$ cat src/rtl/uart_tx_frame_builder_pkg.sv
// rtl/uart_tx_frame_builder_pkg.sv - state encodings and defaults shared by the UART TX/RX byte paths
package uart_tx_frame_builder_pkg;

  localparam int unsigned OVERSAMPLE_DEFAULT = 16;

  // Encoding is shared with the RX-side analyser so State_o decodes the same way on both sides.
  typedef enum logic [2:0] {
    ST_IDLE   = 3'd0,
    ST_FETCH  = 3'd1,
    ST_LOAD   = 3'd2,
    ST_START  = 3'd3,
    ST_DATA   = 3'd4,
    ST_PARITY = 3'd5,
    ST_STOP   = 3'd6
  } tx_state_e;

  function automatic logic parity_bit(input logic [7:0] data, input logic odd);
    return (^data) ^ odd;
  endfunction

endpackage

$ cat src/rtl/uart_tx_frame_builder_if.sv
// rtl/uart_tx_frame_builder_if.sv - TX FIFO read port: active-low read strobe, next-clk data, empty flag
interface uart_tx_frame_builder_if;

  logic       n_re;
  logic [7:0] data;
  logic       p_empty;

  modport master (output n_re, input data, input p_empty);
  modport slave  (input n_re, output data, output p_empty);

endinterface

$ cat src/rtl/uart_tx_frame_builder_bit_timer.sv
// rtl/uart_tx_frame_builder_bit_timer.sv - baud tick counter with a one-clk strobe on the last tick of a bit
module uart_tx_frame_builder_bit_timer #(
  parameter int unsigned OVERSAMPLE = 16
) (
  input  logic clk,
  input  logic rst,
  input  logic p_BaudTick_i,
  input  logic clear_i,
  output logic p_BitEnd_o
);

  localparam logic [3:0] LAST_TICK = 4'(OVERSAMPLE - 1);

  logic [3:0] cnt_q;
  logic [3:0] cnt_d;

  always_comb begin
    cnt_d = cnt_q;
    if (clear_i) begin
      cnt_d = '0;
    end else if (p_BaudTick_i) begin
      cnt_d = (cnt_q == LAST_TICK) ? 4'd0 : cnt_q + 4'd1;
    end
  end

  always_ff @(posedge clk) begin
    if (rst) begin
      cnt_q <= '0;
    end else begin
      cnt_q <= cnt_d;
    end
  end

  assign p_BitEnd_o = p_BaudTick_i && !clear_i && (cnt_q == LAST_TICK);

endmodule

$ cat src/rtl/uart_tx_frame_builder.sv
// rtl/uart_tx_frame_builder.sv - pops TX FIFO bytes and serialises start, 8 data, optional parity, stop
module uart_tx_frame_builder
  import uart_tx_frame_builder_pkg::*;
#(
  parameter int unsigned OVERSAMPLE = OVERSAMPLE_DEFAULT
) (
  input  logic                     clk,
  input  logic                     rst,
  uart_tx_frame_builder_if.master  fifo,
  input  logic                     p_BaudTick_i,
  input  logic                     p_ParityEnable_i,
  input  logic                     p_ParityOdd_i,
  input  logic                     p_BigEnd_i,
  output logic                     txd_o,
  output logic                     p_Busy_o,
  output logic                     p_FrameDone_o,
  output logic [2:0]               State_o
);

  tx_state_e  state_q;
  logic       n_re_q;
  logic       txd_q;
  logic       busy_q;
  logic       done_q;
  logic [7:0] shift_q;
  logic [7:0] shift_d;
  logic [2:0] bit_idx_q;
  logic       par_en_q;
  logic       big_q;
  logic       par_q;
  logic       started_q;
  logic       next_bit;
  logic       bit_end;
  logic       timer_clear;

  // The start bit is anchored to the first baud tick after LOAD, so the timer is held clear until then.
  assign timer_clear = (state_q == ST_IDLE) || (state_q == ST_FETCH) || (state_q == ST_LOAD) ||
                       ((state_q == ST_START) && !started_q);

  uart_tx_frame_builder_bit_timer #(.OVERSAMPLE(OVERSAMPLE)) u_bit_timer (
    .clk          (clk),
    .rst          (rst),
    .p_BaudTick_i (p_BaudTick_i),
    .clear_i      (timer_clear),
    .p_BitEnd_o   (bit_end)
  );

  assign next_bit = big_q ? shift_q[7] : shift_q[0];
  assign shift_d  = big_q ? {shift_q[6:0], 1'b0} : {1'b0, shift_q[7:1]};

  always_ff @(posedge clk) begin
    if (rst) begin
      state_q   <= ST_IDLE;
      n_re_q    <= 1'b1;
      txd_q     <= 1'b1;
      busy_q    <= 1'b0;
      done_q    <= 1'b0;
      shift_q   <= '0;
      bit_idx_q <= '0;
      par_en_q  <= 1'b0;
      big_q     <= 1'b0;
      par_q     <= 1'b0;
      started_q <= 1'b0;
    end else begin
      done_q <= 1'b0;
      n_re_q <= 1'b1;
      case (state_q)
        ST_IDLE: begin
          if (!fifo.p_empty) begin
            n_re_q  <= 1'b0;
            busy_q  <= 1'b1;
            state_q <= ST_FETCH;
          end
        end
        ST_FETCH: state_q <= ST_LOAD;
        ST_LOAD: begin
          shift_q   <= fifo.data;
          par_en_q  <= p_ParityEnable_i;
          big_q     <= p_BigEnd_i;
          par_q     <= parity_bit(fifo.data, p_ParityOdd_i);
          bit_idx_q <= '0;
          started_q <= 1'b0;
          state_q   <= ST_START;
        end
        ST_START: begin
          if (!started_q) begin
            if (p_BaudTick_i) begin
              txd_q     <= 1'b0;
              started_q <= 1'b1;
            end
          end else if (bit_end) begin
            txd_q   <= next_bit;
            shift_q <= shift_d;
            state_q <= ST_DATA;
          end
        end
        ST_DATA: begin
          if (bit_end) begin
            if (bit_idx_q == 3'd7) begin
              txd_q   <= par_en_q ? par_q : 1'b1;
              state_q <= par_en_q ? ST_PARITY : ST_STOP;
            end else begin
              bit_idx_q <= bit_idx_q + 3'd1;
              txd_q     <= next_bit;
              shift_q   <= shift_d;
            end
          end
        end
        ST_PARITY: begin
          if (bit_end) begin
            txd_q   <= 1'b1;
            state_q <= ST_STOP;
          end
        end
        ST_STOP: begin
          if (bit_end) begin
            done_q  <= 1'b1;
            busy_q  <= 1'b0;
            state_q <= ST_IDLE;
          end
        end
        default: state_q <= ST_IDLE;
      endcase
    end
  end

  assign fifo.n_re     = n_re_q;
  assign txd_o         = txd_q;
  assign p_Busy_o      = busy_q;
  assign p_FrameDone_o = done_q;
  assign State_o       = state_q;

endmodule

$ cat src/flat_wrapper.sv
// flat-port wrapper written by rule: the top's interface ports become plain ports
module uart_tx_frame_builder_flat import uart_tx_frame_builder_pkg::*;
#(
  parameter int unsigned OVERSAMPLE = OVERSAMPLE_DEFAULT
)
  (clk, rst, p_BaudTick_i, p_ParityEnable_i, p_ParityOdd_i, p_BigEnd_i, txd_o, p_Busy_o, p_FrameDone_o, State_o, fifo_n_re, fifo_data, fifo_p_empty);
  uart_tx_frame_builder_if fifo_i ();
  input  logic clk;
  input  logic rst;
  input  logic p_BaudTick_i;
  input  logic p_ParityEnable_i;
  input  logic p_ParityOdd_i;
  input  logic p_BigEnd_i;
  output logic txd_o;
  output logic p_Busy_o;
  output logic p_FrameDone_o;
  output logic [2:0] State_o;
  output wire logic [$bits(fifo_i.n_re)-1:0] fifo_n_re;
  input wire logic [$bits(fifo_i.data)-1:0] fifo_data;
  input wire logic [$bits(fifo_i.p_empty)-1:0] fifo_p_empty;
  assign fifo_n_re = fifo_i.n_re;
  assign fifo_i.data = fifo_data;
  assign fifo_i.p_empty = fifo_p_empty;
  uart_tx_frame_builder #(.OVERSAMPLE(OVERSAMPLE)) u_core (.clk(clk), .rst(rst), .fifo(fifo_i), .p_BaudTick_i(p_BaudTick_i), .p_ParityEnable_i(p_ParityEnable_i), .p_ParityOdd_i(p_ParityOdd_i), .p_BigEnd_i(p_BigEnd_i), .txd_o(txd_o), .p_Busy_o(p_Busy_o), .p_FrameDone_o(p_FrameDone_o), .State_o(State_o));
endmodule
$ cat config.mk
export PLATFORM = sky130hd
export DESIGN_NAME = uart_tx_frame_builder_flat
export DESIGN_NICKNAME = d
export VERILOG_FILES = /design/src/rtl/uart_tx_frame_builder_pkg.sv /design/src/rtl/uart_tx_frame_builder_if.sv /design/src/rtl/uart_tx_frame_builder_bit_timer.sv /design/src/rtl/uart_tx_frame_builder.sv /design/src/flat_wrapper.sv
export SDC_FILE = /design/constraint.sdc
export NUM_CORES = 1
export LEC_CHECK = 0
export BUFFER_PORTS_ARGS = -buffer_cell sky130_fd_sc_hd__buf_4
export CELL_PAD_IN_SITES_DETAIL_PLACEMENT = 0
export CELL_PAD_IN_SITES_GLOBAL_PLACEMENT = 1
export CORE_UTILIZATION = 33
export CTS_CLUSTER_DIAMETER = 150
export DETAILED_ROUTE_END_ITERATION = 8
export PLACE_DENSITY_LB_ADDON = 0.1
export SYNTH_ARGS = -nofsm -noshare
export SYNTH_HDL_FRONTEND = slang
export SYNTH_SLANG_ARGS = --single-unit
$ cat constraint.sdc
create_clock -name clk -period 2.25 [get_ports clk]
set_input_delay 0.45 -clock clk [delete_from_list [all_inputs] [get_ports clk]]
set_output_delay 0.45 -clock clk [all_outputs]
set_load 0.005 [all_outputs]
======== Word level (Yosys, flattened, before mapping) ========
Cells that the tools add are included.
operators by class
  mux-type cells .......................... 36
  bitwise operators ....................... 3
  add/subtract/negate cells ............... 2
  reduce and logical (&&, ||, !) cells .... 23
  equal/unequal tests ..................... 18
operator list
  kind                   number
  $mux W8                5
  $mux W3                9
  $pmux W8 S3            1
  $pmux W3 S7            1
  $mux W1                14
  $eq A3 B3 Y1 const B   4
  $ne A2 B1 Y1 const B   6
  $reduce_and A5 Y1      2
  $reduce_xor A8 Y1      1
  $reduce_and A7 Y1      1
  $eq A3 B2 Y1 const B   2
  $pmux W3 S2            1
  $reduce_and A3 Y1      2
  $reduce_bool A2 Y1     3
  $reduce_bool A3 Y1     2
  $reduce_or A2 Y1       3
  $add A4 B1 Y4 const B  1
  $eq A4 B4 Y1 const B   1
  $mux W4                1
  $ne A2 B2 Y1 const B   2
  $pmux W1 S2            2
  $add A3 B1 Y3 const B  1
  $eq A3 B1 Y1 const B   1
  $logic_and A1 B1 Y1    3
  other kinds (9)        13
word-level totals
  register bits ........................... 26
  bits of input ports ..................... 15

======== Depth between registers and ports, before layout ========
  word-level depth ........................ 10
  mapped depth ............................ 8

======== Modules after synthesis ========
From an unflattened synthesis, not the netlist that was laid out.
unflattened totals
  cell total of the unflattened synthesis .. 176
  area, all modules ....................... 1524.0 µm²
by module, submodules not included
  module                           area an instance (µm²)  cells an instance  instances  sequential area each (µm²)
  uart_tx_frame_builder            1342.5                  157                1          440.4
  uart_tx_frame_builder_bit_timer  181.4                   19                 1          80.1

======== Least setup slack after synthesis ========
Ideal clock, no wire load.
  kind .................................... register to register
  start point ............................. reg u_core.bit_idx_q[0]
  end point ............................... reg u_core.shift_q[7]
  data required time ...................... 2.119 ns
  buffers on the path ..................... 2
  setup time .............................. 0.131 ns
  slack ................................... 0.375 ns
  period minus slack after synthesis ...... 1.875 ns
  stages on the path, launching flop included .. 9
  arrival time ............................ 1.744 ns
  cells stage by stage .................... dfxtp_1 > ha_1 > ha_1 > clkbuf_1 > nor4_4 > a311oi_4 > buf_6 > a311oi_1 > a211oi_2
on the way
  longest elaborated chain between the ends .. 3
ends and longest elaborated chain
  element                             RTL line                      text
  start: declaration                  uart_tx_frame_builder.sv:27   logic [2:0] bit_idx_q;
  start signal: assignment            uart_tx_frame_builder.sv:103  bit_idx_q <= bit_idx_q + 3'd1;
  $eq A3 B3 Y1                        uart_tx_frame_builder.sv:99   if (bit_idx_q == 3'd7) begin
  $ne A2 B2 Y1 (no source line)       -
  $reduce_and A5 Y1 (no source line)  -
  end signal: assignment              uart_tx_frame_builder.sv:77   shift_q <= fifo.data;
  end signal: assignment              uart_tx_frame_builder.sv:93   shift_q <= shift_d;
  end signal: assignment              uart_tx_frame_builder.sv:105  shift_q <= shift_d;
  end: declaration                    uart_tx_frame_builder.sv:25   logic [7:0] shift_q;
No other way between the ends.
A chain may end at the register's enable or synchronous reset.

======== Final worst setup path ========
  start point ............................. reg u_core.bit_idx_q[0]
  end point ............................... reg u_core.shift_q[5]
Same word-level chain as after synthesis.

==> results_dict.tcl <==
set metrics [dict create \
    clock_latency_ps 260 \
    antenna_cells 0 \
    drcViolationCount 0 \
    area_growth_syn_to_layout_pct 17.7 \
    crit_type "reg2reg" \
    synthTopCellsByArea "dfxtp_1, mux2i_1, a21oi_1" \
    cts_hold_buf 0 \
    nets 213 \
    synth_cells 172 \
    dp.final_hpwl_microns 2390 \
    timing.rr.start "u_core.bit_idx_q[0]" \
    rows 24 \
    place_area_sq_um 1720 \
    hp-class "in2reg" \
    path_clk_slew_ps 90 \
    grt_max_degree 25 \
    finalClockSkew_ps 4.04 \
    core_area_sq_um 4350 \
    timing.hold.ws_ps 408 \
    synth_top_area_share_pct 34.9 \
    syn_area_per_cell_sq_um 8.68 \
    drt-pass1-iter-count 4 \
    arrival_ps 2180 \
    die_area_sq_um 4800 \
    cts.path.max_buffers 2 \
    fin_area_sq_um 1760 \
    die_y_microns 69.3 \
    finalCritPeriodShare_pct 88.2 \
    place_congestion 0.761 \
    switching_power_mw 0.294 \
    antenna_found_initial 0 \
    finalHoldViolations 0 \
    avgViaCountPerCell 5.20 \
    r2r_cells 7 \
    ant_nets 0 \
    final.setup.tns_ps 0 \
    start_util_pct 34.3 \
    cts-root-buf "clkbuf_8" \
    cts-resized-gates 0 \
    swShare_pct 28.3 \
    peakVddDrop_mv 0.227 \
    seqPwrFrac_pct 49.8 \
    grt_usage_pct 14.3 \
    async_flop_share_pct 0 \
    p_int_mw 0.746 \
    crit_path_start "u_core.bit_idx_q[0]" \
    crit_fanout 10 \
    period_needed_ps 1980 \
    netlist_area_sq_um 1490 \
    outcome "complete, no violations" \
    clock-sinks 26 \
    seq_area_frac_synth_pct 34.9 \
    finalSetupViolations 0 \
    cts_tree "done" \
    grt_pass1_wl_microns 5660 \
    synth.yosys.warnings 0 \
    die_w_microns 69.3 \
    cts-htree-levels 1 \
    grt_setup_unrepaired "false" \
    grt_pass1_vias 1244 \
    critPathCaptureType "flip-flop" \
    syn_nets 190 \
    p_per_area_nw_per_um2 592 \
    synth_edf_count 0 \
    worst_r2r_endpoint "u_core.shift_q[5]" \
    ioPinCount 22 \
    tightest_slew_ps 442 \
    ys_seq_elements 26 \
    crit_path_end "u_core.shift_q[5]" \
    required_ps 2450 \
    critPathLaunchType "flip-flop" \
    clkPwrFrac_pct 24.9 \
    synth_ff_type "dfxtp_1" \
    slew_violations 0 \
    cts_made_buffers 3 \
    vias 1275 \
    cellLeakagePower_nw 0.655 \
    p_comb_share_pct 25.3 \
    regToRegSetupSlack_ps 270 \
    yosys.area.top_type "dfxtp_1" \
    wirelength_microns 3180 \
    maxCapViolCount 0 \
    drive_gt1_share_pct 22.8 \
    synth_cell_type_count 43 \
    fin_util_pct 40.3 \
    wire_per_inst_microns 13.0 \
    max_freq_mhz 504 \
    cts_post_setup_buffers_inserted 0 \
    port_buffers 21 \
    relSlewSlack_pct 70.6 \
    drt_iter0_drc 41 \
    overflow 0 \
]
==> worst max-delay path, cell delays in order (launching register included) <==
cell,delay (ps)
dfxtp_1,340
ha_1,210
ha_1,290
nor4_4,410
a311oi_4,100
buf_4,210
a211o_1,220
a21oi_1,140
==> metal layers <==
| layer | global-route usage (%) | part of all wire [%] | vias to the layer above |
|---|---|---|---|
| met4 | 4.31 | 0.60 | 0 |
| met3 | 2.91 | 3.5 | 2 |
| met5 | 0 | 0 | - |
| li1 | - | - | 653 |
| met1 | 19.9 | 52 | 601 |
| met2 | 22.3 | 44 | 19 |
==> registers in the layout, summed over array words and instances (netlist names) <==
signal                    cells
u_core.big_q                  1
u_core.p_FrameDone_o          1
u_core.p_Busy_o               1
u_core.bit_idx_q              3
u_core.State_o                3
u_core.started_q              1
u_core.txd_o                  1
u_core.fifo.n_re              1
u_core.par_en_q               1
u_core.u_bit_timer.cnt_q      4
u_core.shift_q                8
u_core.par_q                  1
==> logic make-up after synthesis <==
| family | synth area share [%] |
|---|---|
| AND/OR/NAND/NOR | 21.4 |
| buffers and inverters | 5.78 |
| XOR/XNOR | 5.62 |
| flip-flops | 34.9 |
| adder cells (fa/ha/maj) | 2.51 |
| AO/OA/AOI/OAI | 21.0 |
| multiplexers | 8.89 |
==> placed cells by master (no fill, tap or decap), drive strengths merged, types with 2 or more instances in the layout <==
cell type | synthesis | routed
nor2 | 21 | 21
a31oi | 3 | 3
nor2b | 4 | 4
o21ai | 6 | 6
a311oi | 3 | 3
a22oi | 2 | 2
a211o | 6 | 6
o41ai | 2 | 2
nor3 | 4 | 4
a21oi | 16 | 16
nand2 | 16 | 16
mux2 | 2 | 2
xor2 | 2 | 2
clkbuf | 6 | 3
ha | 3 | 3
nand2b | 4 | 4
o22ai | 2 | 2
or2 | 2 | 2
xnor2 | 5 | 5
buf | 6 | 30
dfxtp | 26 | 26
inv | 5 | 5
mux2i | 11 | 11
==> through the flow <==
step	setup slack (ps)	power, mW	cells
after CTS	258	1.06	245
after floorplan	375	0.711	172
after detailed placement	283	0.795	242
after global placement	340	0.792	242
after global routing	126	1.11	245
final	266	1.04	245
==> layout make-up <==
| class | count | area (sq um) |
|---|---|---|
| Clock buffer | 3 | 41.3 |
| Fill cell | 457 | 2600 |
| Inverter | 5 | 18.8 |
| Multi-Input combinational cell | 129 | 886 |
| Sequential cell | 26 | 520 |
| Tap cell | 52 | 65.1 |
| Timing Repair Buffer | 30 | 225 |
==> power by group through the flow <==
stage / clock, mW / sequential, mW / combinational, mW
floorplan: 0 / 0.519 / 0.192
global placement: 0 / 0.529 / 0.263
detailed placement: 0 / 0.529 / 0.267
CTS: 0.273 / 0.518 / 0.268
global route: 0.292 / 0.523 / 0.292
finish: 0.259 / 0.518 / 0.263
==> cell usage after synthesis, types with 3 or more instances <==
| library cell | count |
|---|---|
| nand2_1 | 16 |
| ha_1 | 3 |
| nor2_1 | 21 |
| inv_1 | 5 |
| a211o_1 | 6 |
| mux2i_1 | 11 |
| clkbuf_1 | 6 |
| nand2b_1 | 4 |
| a21oi_1 | 16 |
| nor2b_1 | 3 |
| dfxtp_1 | 26 |
| xnor2_1 | 5 |
| nor3_1 | 4 |
| o21ai_0 | 6 |
| a31oi_1 | 3 |
| buf_2 | 3 |
==> how the worst min path moves through the flow <==
| stage | from | endpoint | slack (ps) | cells after the start |
|---|---|---|---|---|
| floorplan | u_core.shift_q[1] | u_core.shift_q[1] | 440 | 2 |
| global placement | u_core.shift_q[1] | u_core.shift_q[1] | 470 | 2 |
| detailed placement | u_core.txd_o | u_core.txd_o | 470 | 2 |
| CTS | fifo_p_empty | u_core.fifo.n_re | 410 | 3 |
| global route | fifo_p_empty | u_core.fifo.n_re | 410 | 3 |
| finish | fifo_p_empty | u_core.fifo.n_re | 410 | 3 |
(Power assumes the default switching activity.)
